### src/rtl/key_conditioner_if.sv
// Bundle of the pushbutton/switch inputs and the conditioned outputs of
// key_conditioner. The master side drives the raw inputs and observes the
// conditioned outputs; the slave side is the conditioner itself.
interface key_conditioner_if #(
    parameter int NKEYS = 4
);
    logic [NKEYS-1:0] key_n;
    logic [9:0]       sw;
    logic [NKEYS-1:0] key_level;
    logic [NKEYS-1:0] key_press;
    logic [NKEYS-1:0] key_release;
    logic [9:0]       sw_sync;

    modport master (
        output key_n,
        output sw,
        input  key_level,
        input  key_press,
        input  key_release,
        input  sw_sync
    );

    modport slave (
        input  key_n,
        input  sw,
        output key_level,
        output key_press,
        output key_release,
        output sw_sync
    );
endinterface

### src/rtl/key_conditioner.sv
// key_conditioner: synchronizes and debounces active-low pushbuttons into a
// clean level plus single-cycle press/release pulses, and double-flop
// synchronizes the slide switches.
// Optional feature: define KEY_AUTOREPEAT_EN to emit additional key_press
// pulses while a key stays held (first after REPEAT_DELAY cycles, then every
// REPEAT_PERIOD cycles). Without the macro, exactly one press pulse is
// produced per accepted press.
module key_conditioner #(
    parameter int NKEYS           = 4,
    parameter int DEBOUNCE_CYCLES = 1000000,
    parameter int REPEAT_DELAY    = 25000000,
    parameter int REPEAT_PERIOD   = 5000000
) (
    input  logic              clk,
    input  logic              reset,
    key_conditioner_if.slave  bus
);

    // Counter sized for the longest interval any key can time.
    localparam int MAX_DR  = (DEBOUNCE_CYCLES > REPEAT_DELAY) ? DEBOUNCE_CYCLES : REPEAT_DELAY;
    localparam int MAX_ALL = (MAX_DR > REPEAT_PERIOD) ? MAX_DR : REPEAT_PERIOD;
    localparam int CW      = $clog2(MAX_ALL + 1);

    localparam logic [CW-1:0] CNT_ZERO = CW'(0);
    localparam logic [CW-1:0] CNT_ONE  = CW'(1);
    localparam logic [CW-1:0] CNT_MAX  = {CW{1'b1}};
    localparam logic [CW-1:0] DC_LAST  = CW'(DEBOUNCE_CYCLES - 1);
`ifdef KEY_AUTOREPEAT_EN
    localparam logic [CW-1:0] RD_LAST  = CW'(REPEAT_DELAY - 1);
    localparam logic [CW-1:0] RP_LAST  = CW'(REPEAT_PERIOD - 1);
`endif

    typedef enum logic [1:0] {
        ST_IDLE         = 2'd0,
        ST_PRESS_WAIT   = 2'd1,
        ST_HELD         = 2'd2,
        ST_RELEASE_WAIT = 2'd3
    } key_state_t;

    // Counters stop at all-ones instead of wrapping back to zero.
    function automatic logic [CW-1:0] sat_inc(input logic [CW-1:0] v);
        logic [CW-1:0] r;
        if (v == CNT_MAX) begin
            r = v;
        end else begin
            r = v + CNT_ONE;
        end
        return r;
    endfunction

    logic [NKEYS-1:0] key_sync1_r;
    logic [NKEYS-1:0] key_sync2_r;
    logic [NKEYS-1:0] pressed_s;
    logic [9:0]       sw_sync1_r;
    logic [9:0]       sw_sync2_r;

    key_state_t       state_r [NKEYS];
    key_state_t       state_s [NKEYS];
    logic [CW-1:0]    cnt_r   [NKEYS];
    logic [CW-1:0]    cnt_s   [NKEYS];

    logic [NKEYS-1:0] level_r;
    logic [NKEYS-1:0] level_s;
    logic [NKEYS-1:0] press_r;
    logic [NKEYS-1:0] press_s;
    logic [NKEYS-1:0] release_r;
    logic [NKEYS-1:0] release_s;

`ifdef KEY_AUTOREPEAT_EN
    logic [CW-1:0]    rcnt_r  [NKEYS];
    logic [CW-1:0]    rcnt_s  [NKEYS];
    logic [NKEYS-1:0] rph_r;
    logic [NKEYS-1:0] rph_s;
`endif

    assign pressed_s       = ~key_sync2_r;
    assign bus.key_level   = level_r;
    assign bus.key_press   = press_r;
    assign bus.key_release = release_r;
    assign bus.sw_sync     = sw_sync2_r;

    // Two-flop synchronizers; keys reset to released so reset exit is quiet.
    always_ff @(posedge clk or posedge reset) begin
        if (reset) begin
            key_sync1_r <= {NKEYS{1'b1}};
            key_sync2_r <= {NKEYS{1'b1}};
            sw_sync1_r  <= 10'd0;
            sw_sync2_r  <= 10'd0;
        end else begin
            key_sync1_r <= bus.key_n;
            key_sync2_r <= key_sync1_r;
            sw_sync1_r  <= bus.sw;
            sw_sync2_r  <= sw_sync1_r;
        end
    end

    // Per-key debounce state, counters and registered outputs.
    always_ff @(posedge clk or posedge reset) begin
        if (reset) begin
            for (int k = 0; k < NKEYS; k++) begin
                state_r[k] <= ST_IDLE;
                cnt_r[k]   <= CNT_ZERO;
`ifdef KEY_AUTOREPEAT_EN
                rcnt_r[k]  <= CNT_ZERO;
`endif
            end
`ifdef KEY_AUTOREPEAT_EN
            rph_r     <= {NKEYS{1'b0}};
`endif
            level_r   <= {NKEYS{1'b0}};
            press_r   <= {NKEYS{1'b0}};
            release_r <= {NKEYS{1'b0}};
        end else begin
            for (int k = 0; k < NKEYS; k++) begin
                state_r[k] <= state_s[k];
                cnt_r[k]   <= cnt_s[k];
`ifdef KEY_AUTOREPEAT_EN
                rcnt_r[k]  <= rcnt_s[k];
`endif
            end
`ifdef KEY_AUTOREPEAT_EN
            rph_r     <= rph_s;
`endif
            level_r   <= level_s;
            press_r   <= press_s;
            release_r <= release_s;
        end
    end

    // Next-state and output decode for every key's debounce FSM.
    always_comb begin
        press_s   = {NKEYS{1'b0}};
        release_s = {NKEYS{1'b0}};
        level_s   = level_r;
`ifdef KEY_AUTOREPEAT_EN
        rph_s     = {NKEYS{1'b0}};
`endif
        for (int k = 0; k < NKEYS; k++) begin
            state_s[k] = state_r[k];
            cnt_s[k]   = cnt_r[k];
`ifdef KEY_AUTOREPEAT_EN
            // Repeat timing is cleared on every path except staying in HELD.
            rcnt_s[k]  = CNT_ZERO;
`endif
            case (state_r[k])
                ST_IDLE: begin
                    cnt_s[k] = CNT_ZERO;
                    if (pressed_s[k]) begin
                        state_s[k] = ST_PRESS_WAIT;
                    end else begin
                        state_s[k] = ST_IDLE;
                    end
                end
                ST_PRESS_WAIT: begin
                    if (!pressed_s[k]) begin
                        state_s[k] = ST_IDLE;
                        cnt_s[k]   = CNT_ZERO;
                    end else if (cnt_r[k] == DC_LAST) begin
                        state_s[k] = ST_HELD;
                        cnt_s[k]   = CNT_ZERO;
                        level_s[k] = 1'b1;
                        press_s[k] = 1'b1;
                    end else begin
                        cnt_s[k]   = sat_inc(cnt_r[k]);
                    end
                end
                ST_HELD: begin
                    if (!pressed_s[k]) begin
                        state_s[k] = ST_RELEASE_WAIT;
                        cnt_s[k]   = CNT_ZERO;
                    end else begin
                        state_s[k] = ST_HELD;
`ifdef KEY_AUTOREPEAT_EN
                        // Phase 0 waits for the initial delay, phase 1 is periodic.
                        if ((!rph_r[k] && (rcnt_r[k] == RD_LAST)) ||
                            (rph_r[k] && (rcnt_r[k] == RP_LAST))) begin
                            press_s[k] = 1'b1;
                            rcnt_s[k]  = CNT_ZERO;
                            rph_s[k]   = 1'b1;
                        end else begin
                            rcnt_s[k]  = sat_inc(rcnt_r[k]);
                            rph_s[k]   = rph_r[k];
                        end
`endif
                    end
                end
                ST_RELEASE_WAIT: begin
                    if (pressed_s[k]) begin
                        state_s[k]   = ST_HELD;
                        cnt_s[k]     = CNT_ZERO;
                    end else if (cnt_r[k] == DC_LAST) begin
                        state_s[k]   = ST_IDLE;
                        cnt_s[k]     = CNT_ZERO;
                        level_s[k]   = 1'b0;
                        release_s[k] = 1'b1;
                    end else begin
                        cnt_s[k]     = sat_inc(cnt_r[k]);
                    end
                end
                default: begin
                    state_s[k] = ST_IDLE;
                    cnt_s[k]   = CNT_ZERO;
                    level_s[k] = 1'b0;
                end
            endcase
        end
    end

endmodule

### src/flat_wrapper.sv
// flat-port wrapper written by rule: the top's interface ports become plain ports
module key_conditioner_flat 
#(
    parameter int NKEYS           = 4,
    parameter int DEBOUNCE_CYCLES = 1000000,
    parameter int REPEAT_DELAY    = 25000000,
    parameter int REPEAT_PERIOD   = 5000000
)
  (clk, reset, bus_key_n, bus_sw, bus_key_level, bus_key_press, bus_key_release, bus_sw_sync);
  key_conditioner_if #(.NKEYS(NKEYS)) bus_i ();
  input  logic clk;
  input  logic reset;
  input wire logic [$bits(bus_i.key_n)-1:0] bus_key_n;
  input wire logic [$bits(bus_i.sw)-1:0] bus_sw;
  output wire logic [$bits(bus_i.key_level)-1:0] bus_key_level;
  output wire logic [$bits(bus_i.key_press)-1:0] bus_key_press;
  output wire logic [$bits(bus_i.key_release)-1:0] bus_key_release;
  output wire logic [$bits(bus_i.sw_sync)-1:0] bus_sw_sync;
  assign bus_i.key_n = bus_key_n;
  assign bus_i.sw = bus_sw;
  assign bus_key_level = bus_i.key_level;
  assign bus_key_press = bus_i.key_press;
  assign bus_key_release = bus_i.key_release;
  assign bus_sw_sync = bus_i.sw_sync;
  key_conditioner #(.NKEYS(NKEYS), .DEBOUNCE_CYCLES(DEBOUNCE_CYCLES), .REPEAT_DELAY(REPEAT_DELAY), .REPEAT_PERIOD(REPEAT_PERIOD)) u_core (.clk(clk), .reset(reset), .bus(bus_i));
endmodule
### config.mk
export PLATFORM = sky130hd
export DESIGN_NAME = key_conditioner_flat
export DESIGN_NICKNAME = d
export VERILOG_FILES = /design/src/rtl/key_conditioner_if.sv /design/src/rtl/key_conditioner.sv /design/src/flat_wrapper.sv
export SDC_FILE = /design/constraint.sdc
export NUM_CORES = 1
export LEC_CHECK = 0
export ABC_AREA = 1
export BUFFER_PORTS_ARGS = -buffer_cell sky130_fd_sc_hd__buf_2
export CAP_MARGIN = 5
export CORE_UTILIZATION = 55
export DETAILED_ROUTE_END_ITERATION = 10
export GPL_ROUTABILITY_DRIVEN = 0
export PLACE_DENSITY = 0.79
export SETUP_SLACK_MARGIN = 0.05
export SLEW_MARGIN = 20
export SYNTH_ARGS = -nofsm -noshare
export SYNTH_HDL_FRONTEND = slang
export SYNTH_SLANG_ARGS = --single-unit
### constraint.sdc
create_clock -name clk -period 9.7 [get_ports clk]
set_clock_uncertainty 0.15 [all_clocks]
set_input_delay 0.97 -clock clk [delete_from_list [all_inputs] [get_ports clk]]
set_output_delay 0.97 -clock clk [all_outputs]
set_load 0.01 [all_outputs]
Word-level counts from Yosys, hierarchy flattened
Cells that the tools add are included.
Widths: inputs -> output; s select.

operators by class
  $add $sub $neg = 4
  eq/ne operators = 48
  mux-type cells = 92
  bitwise gates (word level) = 1
  reduce and logical (&&, ||, !) cells = 16

operator list
  kind                   number
  $mux 25                20
  $pmux 25 s4            4
  $add 25x1->25 const B  4
  $eq 25x20->1 const B   4
  $eq 25x25->1 const B   4
  $mux 1                 44
  $mux 2                 16
  $pmux 2 s4             4
  $ne 2x1->1 const B     12
  $reduce_and 5->1       4
  $eq 2x2->1 const B     8
  $ne 2x2->1 const B     8
  $ne 3x1->1 const B     4
  $ne 3x3->1 const B     4
  $eq 2x1->1 const B     4
  $logic_not 2->1        4
  $pmux 1 s2             4
  $reduce_and 2->1       4
  $reduce_bool 2->1      4
  $not 4->4              1

storage, ports and cells
  logic and storage cells = 179
  input bits = 16
  bits in registers = 148

Logic depth before layout (Yosys ltp)
  word-level depth = 5
  gate-level depth with buffers = 12

Least setup slack after synthesis
Ideal clock, no wire load.

  path type = register to register
  start point = register u_core.cnt_r[50] in the netlist's numbering
  end point = register u_core.cnt_r[53] in the netlist's numbering
  stages on the path, launching flop included = 12
  clock period less this slack = 1868 ps
  slack = 7832 ps
  setup time = 122 ps
  arrival time = 1596 ps
  required time = 9428 ps
  cell sequence = dfrtp_1 -> ha_1 -> nand2_1 -> nor2_4 -> nand2_4 -> nor2_8 -> nand3_4 -> nand2_4 -> buf_6 -> o21ai_1 -> nand2_1 -> nor2_1

on the way
  cells in the longest elaborated chain, start to end = 5

RTL lines
  element                                        line                                            RTL
  start, declared                                key_conditioner.sv:59                           logic [CW-1:0] cnt_r [NKEYS];
  start signal, assigned by index                key_conditioner.sv:116                          cnt_r[k] <= cnt_s[k];
  $add 25x1->25 or $eq 25x25->1 (tied branches)  key_conditioner.sv:46, key_conditioner.sv:43
  $mux 25                                        key_conditioner.sv:43                           if (v == CNT_MAX) begin
  $mux 25 *                                      key_conditioner.sv:158                          end else if (cnt_r[k] == DC_LAST) begin
  $mux 25 (on tied branches)                     key_conditioner.sv:188, key_conditioner.sv:155
  $pmux 25 s4 *                                  key_conditioner.sv:145                          case (state_r[k])

Every way passes the cells marked *; elsewhere a longest branch is shown, timed or not.
A chain may end at the register's enable or synchronous reset.

Worst setup path in the final report
  start point = register u_core.key_sync2_r[1]
  end point = register u_core.cnt_r[54] in the netlist's numbering

on the way
  cells in the longest elaborated chain, start to end = 3

RTL lines
  element                     line                                            RTL
  start, declared             key_conditioner.sv:52                           logic [NKEYS-1:0] key_sync2_r;
  start signal, assigned      key_conditioner.sv:86                           key_sync2_r <= {NKEYS{1'b1}};
  start signal, assigned      key_conditioner.sv:91                           key_sync2_r <= key_sync1_r;
  $not 4->4 *                 key_conditioner.sv:76                           assign pressed_s = ~key_sync2_r;
  $mux 25 (on tied branches)  key_conditioner.sv:188, key_conditioner.sv:155
  $pmux 25 s4                 key_conditioner.sv:145

Marks and branches as above.

==> impl_metrics.env <==
export IMPL_status="finished clean"
export IMPL_worstSkewPairLatency_ns=0.42
export IMPL_grt_pass1_vias=7972
export IMPL_synth_top_family_by_area="simple AND/OR/NAND/NOR gates"
export IMPL_pwr_share_comb=0.029
export IMPL_path_max_fanout=14
export IMPL_die_area_sq_um=16800
export IMPL_synthFlopType="dfrtp_1"
export IMPL_area_growth_pct=9.99
export IMPL_post_cts_setup_buffers=0
export IMPL_cts_buffers=17
export IMPL_instances_no_fill=1554
export IMPL_p_switching_mw=0.308
export IMPL_worst_hold_path_num_cells=0
export IMPL_ir_drop_v=0.000136
export IMPL_rsz0062_at_grt="no"
export IMPL_crit_path_start_kind="flip-flop"
export IMPL_finalSetupViolations=0
export IMPL_vias_per_cell=5.50
export IMPL_pwr_share_clk=0.487
export IMPL_dp_cells=1522
export IMPL_cts_root_buf="clkbuf_16"
export IMPL_die_x_microns=130
export IMPL_synth_simple_gate_area_frac=0.439
export IMPL_period_minus_slack_ns=2.51
export IMPL_cts_buffer_depth=2
export IMPL_fmax_mhz=398
export IMPL_final_layout_size_suffix_gt1_frac=0.0957
export IMPL_r2r_cells=8
export IMPL_finalWirelength_mm=21.5
export IMPL_end_kind="flip-flop"
export IMPL_numPortBuffers=37
export IMPL_hold_buffers=0
export IMPL_worst_pin_slew_ns=0.902
export IMPL_nets=1345
export IMPL_syn_mean_instance_area_sq_um=6.97
export IMPL_synth_xor_area_frac=0.00585
export IMPL_cellPowerDensity_nw_per_um2=133
export IMPL_start_util=0.565
export IMPL_cts_tree="yes"
export IMPL_synth_compound_area_frac=0.0510
export IMPL_synth_fp_nets=1307
export IMPL_n_antenna_cell=0
export IMPL_ys_types=41
export IMPL_core_sq_um=15900
export IMPL_routedWlPerCell_microns=13.8
export IMPL_io_pins=38
export IMPL_hold_slack_ns=0.198
export IMPL_synth_area_sq_um=8980
export IMPL_slew_violations=0
export IMPL_grt_overflow=0
export IMPL_htreeDepth=4
export IMPL_drt_pass1_iter_count=6
export IMPL_path_class="reg2reg"
export IMPL_drt_iter0_markers=810
export IMPL_total_power_mw=1.31
export IMPL_ant_nets=0
export IMPL_cp_arrival_ns=2.71
export IMPL_grt_first_pass_wirelength_mm=36.5
export IMPL_clkTransAtPathRegs_ns=0.06
export IMPL_swShare=0.235
export IMPL_drc=0
export IMPL_setup_tns_ns=0
export IMPL_ys_ff_latch=148
export IMPL_internal_power_mw=1.01
export IMPL_max_slew_margin=0.395
export IMPL_synth_edf_count=0
export IMPL_max_cap_violations=0
export IMPL_cts_resized_gates=0
export IMPL_grt_use_total=0.273
export IMPL_grt_start_max_net_pins=87
export IMPL_yosys_mux_area_fraction=0
export IMPL_rows=46
export IMPL_hold_viol=0
export IMPL_final_cell_mix="323 x nand2_1, 212 x nor2_1, 186 x nand3_1"
export IMPL_seqPwrFrac=0.483
export IMPL_synth_cells=1287
export IMPL_final_common_cell="nand2_1"
export IMPL_synth_adder_area_share=0.00558
export IMPL_p_leak_nw=4.30
export IMPL_ys_seq_area_frac=0.414
export IMPL_die_y_microns=130
export IMPL_clkSinkCount=148
export IMPL_async_flop_share=1.00
export IMPL_num_vias=8547
export IMPL_critPathRequiredTime_ns=9.90
export IMPL_min_period_over_period=0.259
export IMPL_grt_antenna_before_repair=0
export IMPL_synth_warnings=0
export IMPL_holdCritPathClass="reg2reg"
export IMPL_hpwl_mm=15.3
==> power groups by stage <==
stage / clock [mW] / sequential, mW / combinational (mW)
after CTS: 0.648 / 0.634 / 0.0397
final: 0.640 / 0.635 / 0.0385
after detailed placement: 0 / 0.646 / 0.0398
after global routing: 0.674 / 0.635 / 0.0453
after floorplan: 0 / 0.643 / 0.0270
after global placement: 0 / 0.645 / 0.0391
==> layer usage <==
layer / track usage / share of wire
met1: 0.370 / 0.45
met4: 0.0834 / 0.017
met3: 0.0533 / 0.065
met2: 0.444 / 0.46
met5: 0 / 0
==> path summary, 6_finish.rpt <==
check,from,end,slack [ns]
hold / removal,u_core.sw_sync1_r[9]$_DFF_PP0_,u_core.bus.sw_sync[9]$_DFF_PP0_,0.20
setup / recovery,u_core.key_sync2_r[1]$_DFF_PP1_,u_core.cnt_r[54]$_DFFE_PP0P_,7.19
setup reg to reg,u_core.key_sync2_r[1]$_DFF_PP1_,u_core.cnt_r[54]$_DFFE_PP0P_,7.19
hold reg to reg,u_core.sw_sync1_r[9]$_DFF_PP0_,u_core.bus.sw_sync[9]$_DFF_PP0_,0.20
min in group asynchronous,reset,u_core.sw_sync1_r[5]$_DFF_PP0_,0.54
max in group asynchronous,reset,u_core.bus.sw_sync[1]$_DFF_PP0_,7.56
==> layout make-up <==
class | instances | area (sq um)
clock buffer | 22 | 464
inverter | 166 | 631
tap | 216 | 270
clock inverter | 10 | 98.8
multi-input combinational | 954 | 4500
timing repair buffer | 38 | 193
fill | 1455 | 6010
sequential | 148 | 3710
==> synthesized netlist by cell type (all sizes together) (10+ instances only) <==
master,number,share of area
a21oi,14,0.0078
buf,14,0.013
dfrtp,140,0.39
inv,159,0.067
nand2,338,0.15
nand3,193,0.11
nand4,38,0.026
nor2,229,0.11
nor3,47,0.029
o211ai,10,0.0084
o21ai,49,0.027
==> stage by stage <==
step	area (sq um)	setup slack [ns]	util
after floorplan	8980	4.61	-
after global placement	9310	7.04	0.586
after detailed placement	9310	7.03	0.586
after CTS	9870	7.22	0.622
after global routing	9870	6.94	0.622
final	9870	7.19	0.622
==> state kept, by name (all words and copies together), names as in the netlist, named ones only <==
signal	count
u_core.state_r	4
u_core.key_sync2_r	4
u_core.sw_sync1_r	10
u_core.bus.key_level	4
u_core.bus.sw_sync	10
u_core.cnt_r	100
u_core.key_sync1_r	4
u_core.bus.key_release	4
u_core.bus.key_press	4
==> kinds of logic (layout without fill, tap and decap cells) <==
logic type,count (synthesis),after routing
xor+xnor,6,6
simple gates,862,862
buf+inv,185,236
compound gates,82,82
fa+ha+maj,4,4
flops,148,148
==> critical path: stages (launching register included) <==
cell	delay, ns
dfstp_2	0.67
inv_2	0.17
nand2_1	0.13
nand2_1	0.07
nor2_1	0.14
inv_1	0.08
o21ai_1	0.72
inv_1	0.15
nor2_1	0.16
Power figures use the tool's default switching activity.
